### config.mk
export PLATFORM = sky130hd
export DESIGN_NAME = dds_sweep_controller_flat
export DESIGN_NICKNAME = d
export VERILOG_FILES = /design/src/rtl/dds_sweep_controller_if.sv /design/src/rtl/dds_sweep_controller.sv /design/src/flat_wrapper.sv
export SDC_FILE = /design/constraint.sdc
export NUM_CORES = 2
export LEC_CHECK = 0
export BUFFER_PORTS_ARGS = -buffer_cell sky130_fd_sc_hd__buf_4
export CAP_MARGIN = 10
export CORE_UTILIZATION = 52
export DETAILED_ROUTE_END_ITERATION = 16
export PLACE_DENSITY = 0.69
export SLEW_MARGIN = 40
export SYNTH_ARGS = -nofsm -noshare
export SYNTH_HDL_FRONTEND = slang
export SYNTH_SLANG_ARGS = --single-unit
### constraint.sdc
create_clock -name clk -period 4.05 [get_ports clk]
set_input_delay 0 -clock clk [delete_from_list [all_inputs] [get_ports clk]]
set_output_delay 0 -clock clk [all_outputs]
set_load 0.01 [all_outputs]
### src/rtl/dds_sweep_controller_if.sv
// ============================================================================
// Module      : dds_sweep_controller_if
// Description : AXI-Stream style valid/ready/data bundle carrying one
//               phase-increment word per transfer.
//               master : drives valid/data, samples ready
//               slave  : samples valid/data, drives ready
// Revision    : 1.0 - initial release
// ============================================================================
`default_nettype none

interface dds_sweep_controller_if #(
    parameter int DWIDTH = 48
) ();
    logic              valid;
    logic              ready;
    logic [DWIDTH-1:0] data;

    modport master (output valid, output data, input ready);
    modport slave  (input valid, input data, output ready);
endinterface

`default_nettype wire

### src/rtl/dds_sweep_controller.sv
// ============================================================================
// Module      : dds_sweep_controller
// Description : Frequency-hop/sweep sequencer. Holds a table of TABLE_DEPTH
//               entries, each CHANNELS lanes of PHASE_BITS phase increment,
//               and steps through the first N entries presenting each on an
//               AXI-Stream master port, holding each entry for a programmable
//               dwell (counted from the handshake). Runs once or loops.
// Ports       : clk, reset_n (sync, active low)
//               cfg_valid/cfg_ready/cfg_addr/cfg_channel/cfg_data : table write
//               start/stop, num_entries/dwell_cycles/loop_en      : run control
//               phase_inc_out (master)  : lane c = data[c*PHASE_BITS +: PHASE_BITS]
//               busy, done, entry_idx   : status
// Revision    : 1.0 - initial release
// ============================================================================
`default_nettype none

module dds_sweep_controller #(
    parameter int PHASE_BITS  = 24,
    parameter int CHANNELS    = 2,
    parameter int TABLE_DEPTH = 16,
    parameter int DWELL_BITS  = 32,
    localparam int AW = (TABLE_DEPTH > 1) ? $clog2(TABLE_DEPTH) : 1,
    localparam int CW = (CHANNELS > 1) ? $clog2(CHANNELS) : 1,
    localparam int NW = $clog2(TABLE_DEPTH + 1),
    localparam int DW = PHASE_BITS * CHANNELS
) (
    input  wire logic                  clk,
    input  wire logic                  reset_n,
    input  wire logic                  cfg_valid,
    output logic                       cfg_ready,
    input  wire logic [AW-1:0]         cfg_addr,
    input  wire logic [CW-1:0]         cfg_channel,
    input  wire logic [PHASE_BITS-1:0] cfg_data,
    input  wire logic                  start,
    input  wire logic                  stop,
    input  wire logic [NW-1:0]         num_entries,
    input  wire logic [DWELL_BITS-1:0] dwell_cycles,
    input  wire logic                  loop_en,
    dds_sweep_controller_if.master     phase_inc_out,
    output logic                       busy,
    output logic                       done,
    output logic [AW-1:0]              entry_idx
);

    localparam logic [NW-1:0]         C_DEPTH = NW'(TABLE_DEPTH);
    localparam logic [DWELL_BITS-1:0] C_ONE   = DWELL_BITS'(1);

    typedef enum logic [1:0] {
        S_IDLE  = 2'd0,
        S_ISSUE = 2'd1,
        S_DWELL = 2'd2
    } state_t;

    state_t                  r_state, w_state_next;
    logic [AW-1:0]           r_idx, w_idx_next;
    logic [AW-1:0]           r_last;
    logic [DWELL_BITS-1:0]   r_dwell, r_cnt, w_cnt_next;
    logic                    r_loop;
    logic                    r_done, w_done_next;
    logic                    w_load, w_start_acc, w_advance;
    logic [DW-1:0]           r_data, w_entry;
    logic [NW-1:0]           w_n;
    logic [DWELL_BITS-1:0]   w_dwell_eff;
    logic [PHASE_BITS-1:0]   r_table [TABLE_DEPTH][CHANNELS];

    // Run parameters captured at start: N clamped to the table size,
    // zero dwell treated as one cycle.
    assign w_n         = (num_entries > C_DEPTH) ? C_DEPTH : num_entries;
    assign w_dwell_eff = (dwell_cycles == '0) ? C_ONE : dwell_cycles;

    // Entry about to be presented; only consumed on the transition into ISSUE.
    for (genvar c = 0; c < CHANNELS; c++) begin : g_lane
        assign w_entry[c*PHASE_BITS +: PHASE_BITS] = r_table[w_idx_next][c];
    end

    always_comb begin
        w_state_next = r_state;
        w_idx_next   = r_idx;
        w_cnt_next   = r_cnt;
        w_done_next  = 1'b0;
        w_load       = 1'b0;
        w_start_acc  = 1'b0;
        w_advance    = 1'b0;

        case (r_state)
            S_IDLE: begin
                if (start && !stop && (num_entries != '0)) begin
                    w_start_acc  = 1'b1;
                    w_idx_next   = '0;
                    w_state_next = S_ISSUE;
                    w_load       = 1'b1;
                end
            end
            S_ISSUE: begin
                if (stop) begin
                    w_state_next = S_IDLE;
                end else if (phase_inc_out.ready) begin
                    // Dwell of one means the next entry follows back-to-back.
                    if (r_dwell == C_ONE) begin
                        w_advance = 1'b1;
                    end else begin
                        w_cnt_next   = r_dwell - C_ONE;
                        w_state_next = S_DWELL;
                    end
                end
            end
            S_DWELL: begin
                if (stop) begin
                    w_state_next = S_IDLE;
                end else if (r_cnt == C_ONE) begin
                    w_advance = 1'b1;
                end else begin
                    w_cnt_next = r_cnt - C_ONE;
                end
            end
            default: begin
                w_state_next = S_IDLE;
            end
        endcase

        // End of an entry's dwell: step, wrap, or finish.
        if (w_advance) begin
            if (r_idx == r_last) begin
                if (r_loop) begin
                    w_idx_next   = '0;
                    w_state_next = S_ISSUE;
                    w_load       = 1'b1;
                end else begin
                    w_state_next = S_IDLE;
                    w_done_next  = 1'b1;
                end
            end else begin
                w_idx_next   = r_idx + AW'(1);
                w_state_next = S_ISSUE;
                w_load       = 1'b1;
            end
        end
    end

    always_ff @(posedge clk) begin
        if (!reset_n) begin
            r_state <= S_IDLE;
            r_idx   <= '0;
            r_last  <= '0;
            r_dwell <= C_ONE;
            r_cnt   <= '0;
            r_loop  <= 1'b0;
            r_done  <= 1'b0;
            r_data  <= '0;
            for (int a = 0; a < TABLE_DEPTH; a++) begin
                for (int c = 0; c < CHANNELS; c++) begin
                    r_table[a][c] <= '0;
                end
            end
        end else begin
            r_state <= w_state_next;
            r_idx   <= w_idx_next;
            r_cnt   <= w_cnt_next;
            r_done  <= w_done_next;
            if (w_load) begin
                r_data <= w_entry;
            end
            if (w_start_acc) begin
                r_last  <= AW'(w_n - NW'(1));
                r_dwell <= w_dwell_eff;
                r_loop  <= loop_en;
            end
            // Out-of-range addresses/lanes are acknowledged but discarded.
            if (cfg_valid && cfg_ready &&
                (int'(cfg_addr) < TABLE_DEPTH) && (int'(cfg_channel) < CHANNELS)) begin
                r_table[cfg_addr][cfg_channel] <= cfg_data;
            end
        end
    end

    assign cfg_ready           = (r_state == S_IDLE);
    assign busy                = (r_state != S_IDLE);
    assign done                = r_done;
    assign entry_idx           = r_idx;
    assign phase_inc_out.valid = (r_state == S_ISSUE);
    assign phase_inc_out.data  = r_data;

endmodule

`default_nettype wire

### src/flat_wrapper.sv
// flat-port wrapper written by rule: the top's interface ports become plain ports
module dds_sweep_controller_flat 
#(
    parameter int PHASE_BITS  = 24,
    parameter int CHANNELS    = 2,
    parameter int TABLE_DEPTH = 16,
    parameter int DWELL_BITS  = 32,
    localparam int AW = (TABLE_DEPTH > 1) ? $clog2(TABLE_DEPTH) : 1,
    localparam int CW = (CHANNELS > 1) ? $clog2(CHANNELS) : 1,
    localparam int NW = $clog2(TABLE_DEPTH + 1),
    localparam int DW = PHASE_BITS * CHANNELS
)
  (clk, reset_n, cfg_valid, cfg_ready, cfg_addr, cfg_channel, cfg_data, start, stop, num_entries, dwell_cycles, loop_en, busy, done, entry_idx, phase_inc_out_valid, phase_inc_out_data, phase_inc_out_ready);
  dds_sweep_controller_if #(.DWIDTH(48)) phase_inc_out_i ();
  input  wire logic clk;
  input  wire logic reset_n;
  input  wire logic cfg_valid;
  output logic cfg_ready;
  input  wire logic [AW-1:0] cfg_addr;
  input  wire logic [CW-1:0] cfg_channel;
  input  wire logic [PHASE_BITS-1:0] cfg_data;
  input  wire logic start;
  input  wire logic stop;
  input  wire logic [NW-1:0] num_entries;
  input  wire logic [DWELL_BITS-1:0] dwell_cycles;
  input  wire logic loop_en;
  output logic busy;
  output logic done;
  output logic [AW-1:0] entry_idx;
  output wire logic [$bits(phase_inc_out_i.valid)-1:0] phase_inc_out_valid;
  output wire logic [$bits(phase_inc_out_i.data)-1:0] phase_inc_out_data;
  input wire logic [$bits(phase_inc_out_i.ready)-1:0] phase_inc_out_ready;
  assign phase_inc_out_valid = phase_inc_out_i.valid;
  assign phase_inc_out_data = phase_inc_out_i.data;
  assign phase_inc_out_i.ready = phase_inc_out_ready;
  dds_sweep_controller #(.PHASE_BITS(PHASE_BITS), .CHANNELS(CHANNELS), .TABLE_DEPTH(TABLE_DEPTH), .DWELL_BITS(DWELL_BITS)) u_core (.clk(clk), .reset_n(reset_n), .cfg_valid(cfg_valid), .cfg_ready(cfg_ready), .cfg_addr(cfg_addr), .cfg_channel(cfg_channel), .cfg_data(cfg_data), .start(start), .stop(stop), .num_entries(num_entries), .dwell_cycles(dwell_cycles), .loop_en(loop_en), .phase_inc_out(phase_inc_out_i), .busy(busy), .done(done), .entry_idx(entry_idx));
endmodule
==> qor.yml <==
hold_path:
  min_path_cells: 5
  hp-class: "primary input to register"
floorplanning:
  rows: 103
  initial_utilization_pct: 52.66
  dieArea_um2: 81400
  die_w_um: 285.3
  core_area_um2: 79260
  ios: 129
  die_h_um: 285.3
detailed_routing:
  drcViolationCount: 0
  drt-total-wl_mm: 116.0
  via_per_inst: 5.984
  wire_per_inst_um: 24.48
  dr.pass1.iters: 8
  ant_nets: 0
  vias: 28350
  drtIter0Drc: 3356
worst_setup_path:
  cp_max_fo: 16
  cp.required_ns: 4.63
  worstSetupPathType: "register to register"
  worstPathArrival_ns: 4.52
  setup.worst_path.start: "u_core.r_cnt[1]$_SDFFE_PN0P_"
  r2r_end: "u_core.phase_inc_out.data[1]$_SDFFE_PN0P_"
  worstSetupStartpointType: "register"
  timing.rr.start: "u_core.r_cnt[1]$_SDFFE_PN0P_"
  worstRegToRegCells: 15
  reg2reg_slack_ns: 0.12
  critPathCapture: "u_core.phase_inc_out.data[1]$_SDFFE_PN0P_"
  cp-end-kind: "register"
cells_and_area:
  seq_area_um2: 25540
  drive_gt1_share_pct: 14.95
  stdcell_count: 4737
  nNetsFinal: 3686
  postLayoutCoreUtil_pct: 60.88
  area_delta_synth_final_pct: 15.61
  stdcell_area_um2: 48250
  fill_cells: 6078
  multi_input_area_um2: 15190
clocking:
  cts_tree: "built"
  cts_sinks: 892
  clk_path_buf_depth: 3
  clkTransAtPathRegs_ns: 0.06
  cts_root_buffer: "clkbuf_16"
  cts_buffers: 94
  clk_latency_ns: 0.66
  cts_max_level: 3
timing:
  post-route-period-util_pct: 97.12
  min_period_ns: 3.933
  tns_ns: 0
  max-slew-margin-rel_pct: 47.52
  max_slew.worst_pin.slew_ns: 0.7872
  fmax_mhz: 254.2
  drv_slew: 0
  hold_viol: 0
  setup-violations-final: 0
  skew_ns: 0.02779
grt:
  antenna_found_initial: 2
  grt_max_degree: 80
  track_usage_pct: 27.85
  grt_pass1_wl_mm: 170.9
  grt-ovfl-total: 0
  grt_pass1_vias: 27350
logic_synthesis:
  ys_seq_elements: 892
  yosys.area.top_type: "edfxtp_1"
  synth_top_area_share_pct: 55.26
  synth_seq_area_share_pct: 61.20
  yosysMostFrequentCell: "and2_1"
  syn_area_um2: 41740
  syn-num-nets: 3533
  synth-edff-count: 768
  yosys-top-cells-count: "and2_1, edfxtp_1, mux2i_1"
  synth_cell_type_count: 64
  synth_area_leaders: "edfxtp_1, and2_1, mux2i_1"
  avgSynthCellArea_um2: 12.09
  syn_inst: 3451
  ys.flop_type: "edfxtp_1"
  ys_warn_count: 0
  postSynth.asyncResetShare_pct: 0
power:
  pwr_density_cell_nw_per_um2: 439.6
  total_power_w: 0.02121
  p_leak_nw: 18.93
  vdd_drop_max_uv: 327.6
run:
  drv_cap: 0
placement:
  placed_area_um2: 44290
  globalplace.congestion: 0.9158
  dp_cells: 4481
  hpwl_mm: 69.28
  numPortBuffers: 128
outcome:
  status: "finished, final reports clean"
final cells by class:
cell class | count | share of cell area, %
antenna | 2 | 0.01037
clock buffer | 118 | 5.254
clock inverter | 59 | 1.092
inverter | 15 | 0.1167
multi-input combinational | 2251 | 31.49
sequential | 892 | 52.94
tap | 1050 | 2.723
timing repair buffer | 350 | 6.376
how the worst min path moves through the flow:
stage,endpoint,slack [ns],start
after floorplan,u_core.r_dwell[11]$_SDFFE_PN0P_,0.14,dwell_cycles[11]
after global placement,u_core.r_dwell[2]$_SDFFE_PN0P_,0.26,dwell_cycles[2]
after detailed placement,u_core.r_dwell[2]$_SDFFE_PN0P_,0.27,dwell_cycles[2]
after CTS,u_core.r_state[1]$_SDFFE_PN0P_,0.05,start
after global routing,u_core.r_state[1]$_SDFFE_PN0P_,0.11,start
final,u_core.r_state[1]$_SDFFE_PN0P_,0.1,start
power by group:
part | leakage, nW | switching [W] | internal, W | total, W
clock network | 1.50 | 0.00361 | 0.00490 | 0.00851
registers | 8.95 | 0.000235 | 0.0104 | 0.0106
logic | 8.48 | 0.00136 | 0.000744 | 0.00211
total | 18.9 | 0.00521 | 0.0160 | 0.0212
metal layers:
metal  vias up  wire length, um  track usage, %  part of all wire, %
met1     14130            48820           39.57                   42
met3       196            10690           5.352                  9.2
met4         2             3345           8.997                  2.9
met5         -               12               0                0.010
li1      12690                -               -                    -
met2      1327            53090           43.17                   46
flip-flops by register name, summed over array words and instances (netlist names), 2 cells and up:
name                       count
u_core.entry_idx               4
u_core.phase_inc_out.data     48
u_core.r_cnt                  32
u_core.r_dwell                32
u_core.r_last                  4
u_core.r_state                 2
u_core.r_table               768
timing repair:
action / in CTS / in global routing
setup endpoints to repair: 7 / 47
buffers inserted: 0 / 6
endpoints found under the hold margin: 815 / 0
cloned: 0 / 4
hold buffers: 67 / 0
pin swaps: 1 / 4
resized for setup: 6 / 21
critical path, stage by stage, from the launching register on:
cell and delay (ns):
dfxtp_1 0.34, inv_1 0.11, ha_1 0.25, nor3b_1 0.24, nand4_1 0.19, nor4_4 0.33, buf_4 0.17, a41oi_4 0.03
or4_4 0.47, a2111o_1 0.50, or2_2 0.40, buf_4 0.23, buf_4 0.18, nor2_1 0.16, a211oi_2 0.09, a31oi_1 0.18
cells by family after synthesis:
logic type      Yosys count  synth area share, %
mux                     332                8.103
flops                   892                61.20
compound gates          578                9.284
buf+inv                 309                3.100
xor+xnor                 34               0.7135
simple gates           1297                17.32
fa+ha+maj                 9               0.2698
cells in the final DEF, fill, tap and decap left out, types with 10 or more instances in the layout:
master           n
o21ai_0        127
mux2_2          47
nor4_1          26
nor2b_1         20
mux2i_1        285
xnor2_1         19
clkbuf_16       99
nor3_1          27
clkbuf_1        17
nand3_1         15
dfxtp_1        124
o22ai_1         14
nor2_1         125
clkinv_2        23
xor2_1          15
clkinv_1        21
a21oi_1         56
and2_1         773
o21ai_2         32
o22a_1          47
nand2_1        235
inv_1           14
a211oi_2        13
a21o_1          47
a211oi_1        43
a2bb2oi_1       45
buf_12          14
nand2b_1        10
dlygate4sd3_1   67
a22oi_1         59
a31oi_1         55
edfxtp_1       768
buf_4          259
per-stage QoR:
| step | worst slack (ns) | hold slack, ns |
|---|---|---|
| 6_report | 0.1167 | 0.09505 |
| 5_1_grt | -0.02087 | 0.1134 |
| 4_1_cts | 0.008815 | 0.05212 |
| 3_5_place_dp | -0.1162 | 0.2686 |
| 3_3_place_gp | -0.1273 | 0.2630 |
| 2_1_floorplan | 0.6201 | 0.1360 |
(Power assumes the default switching activity.)
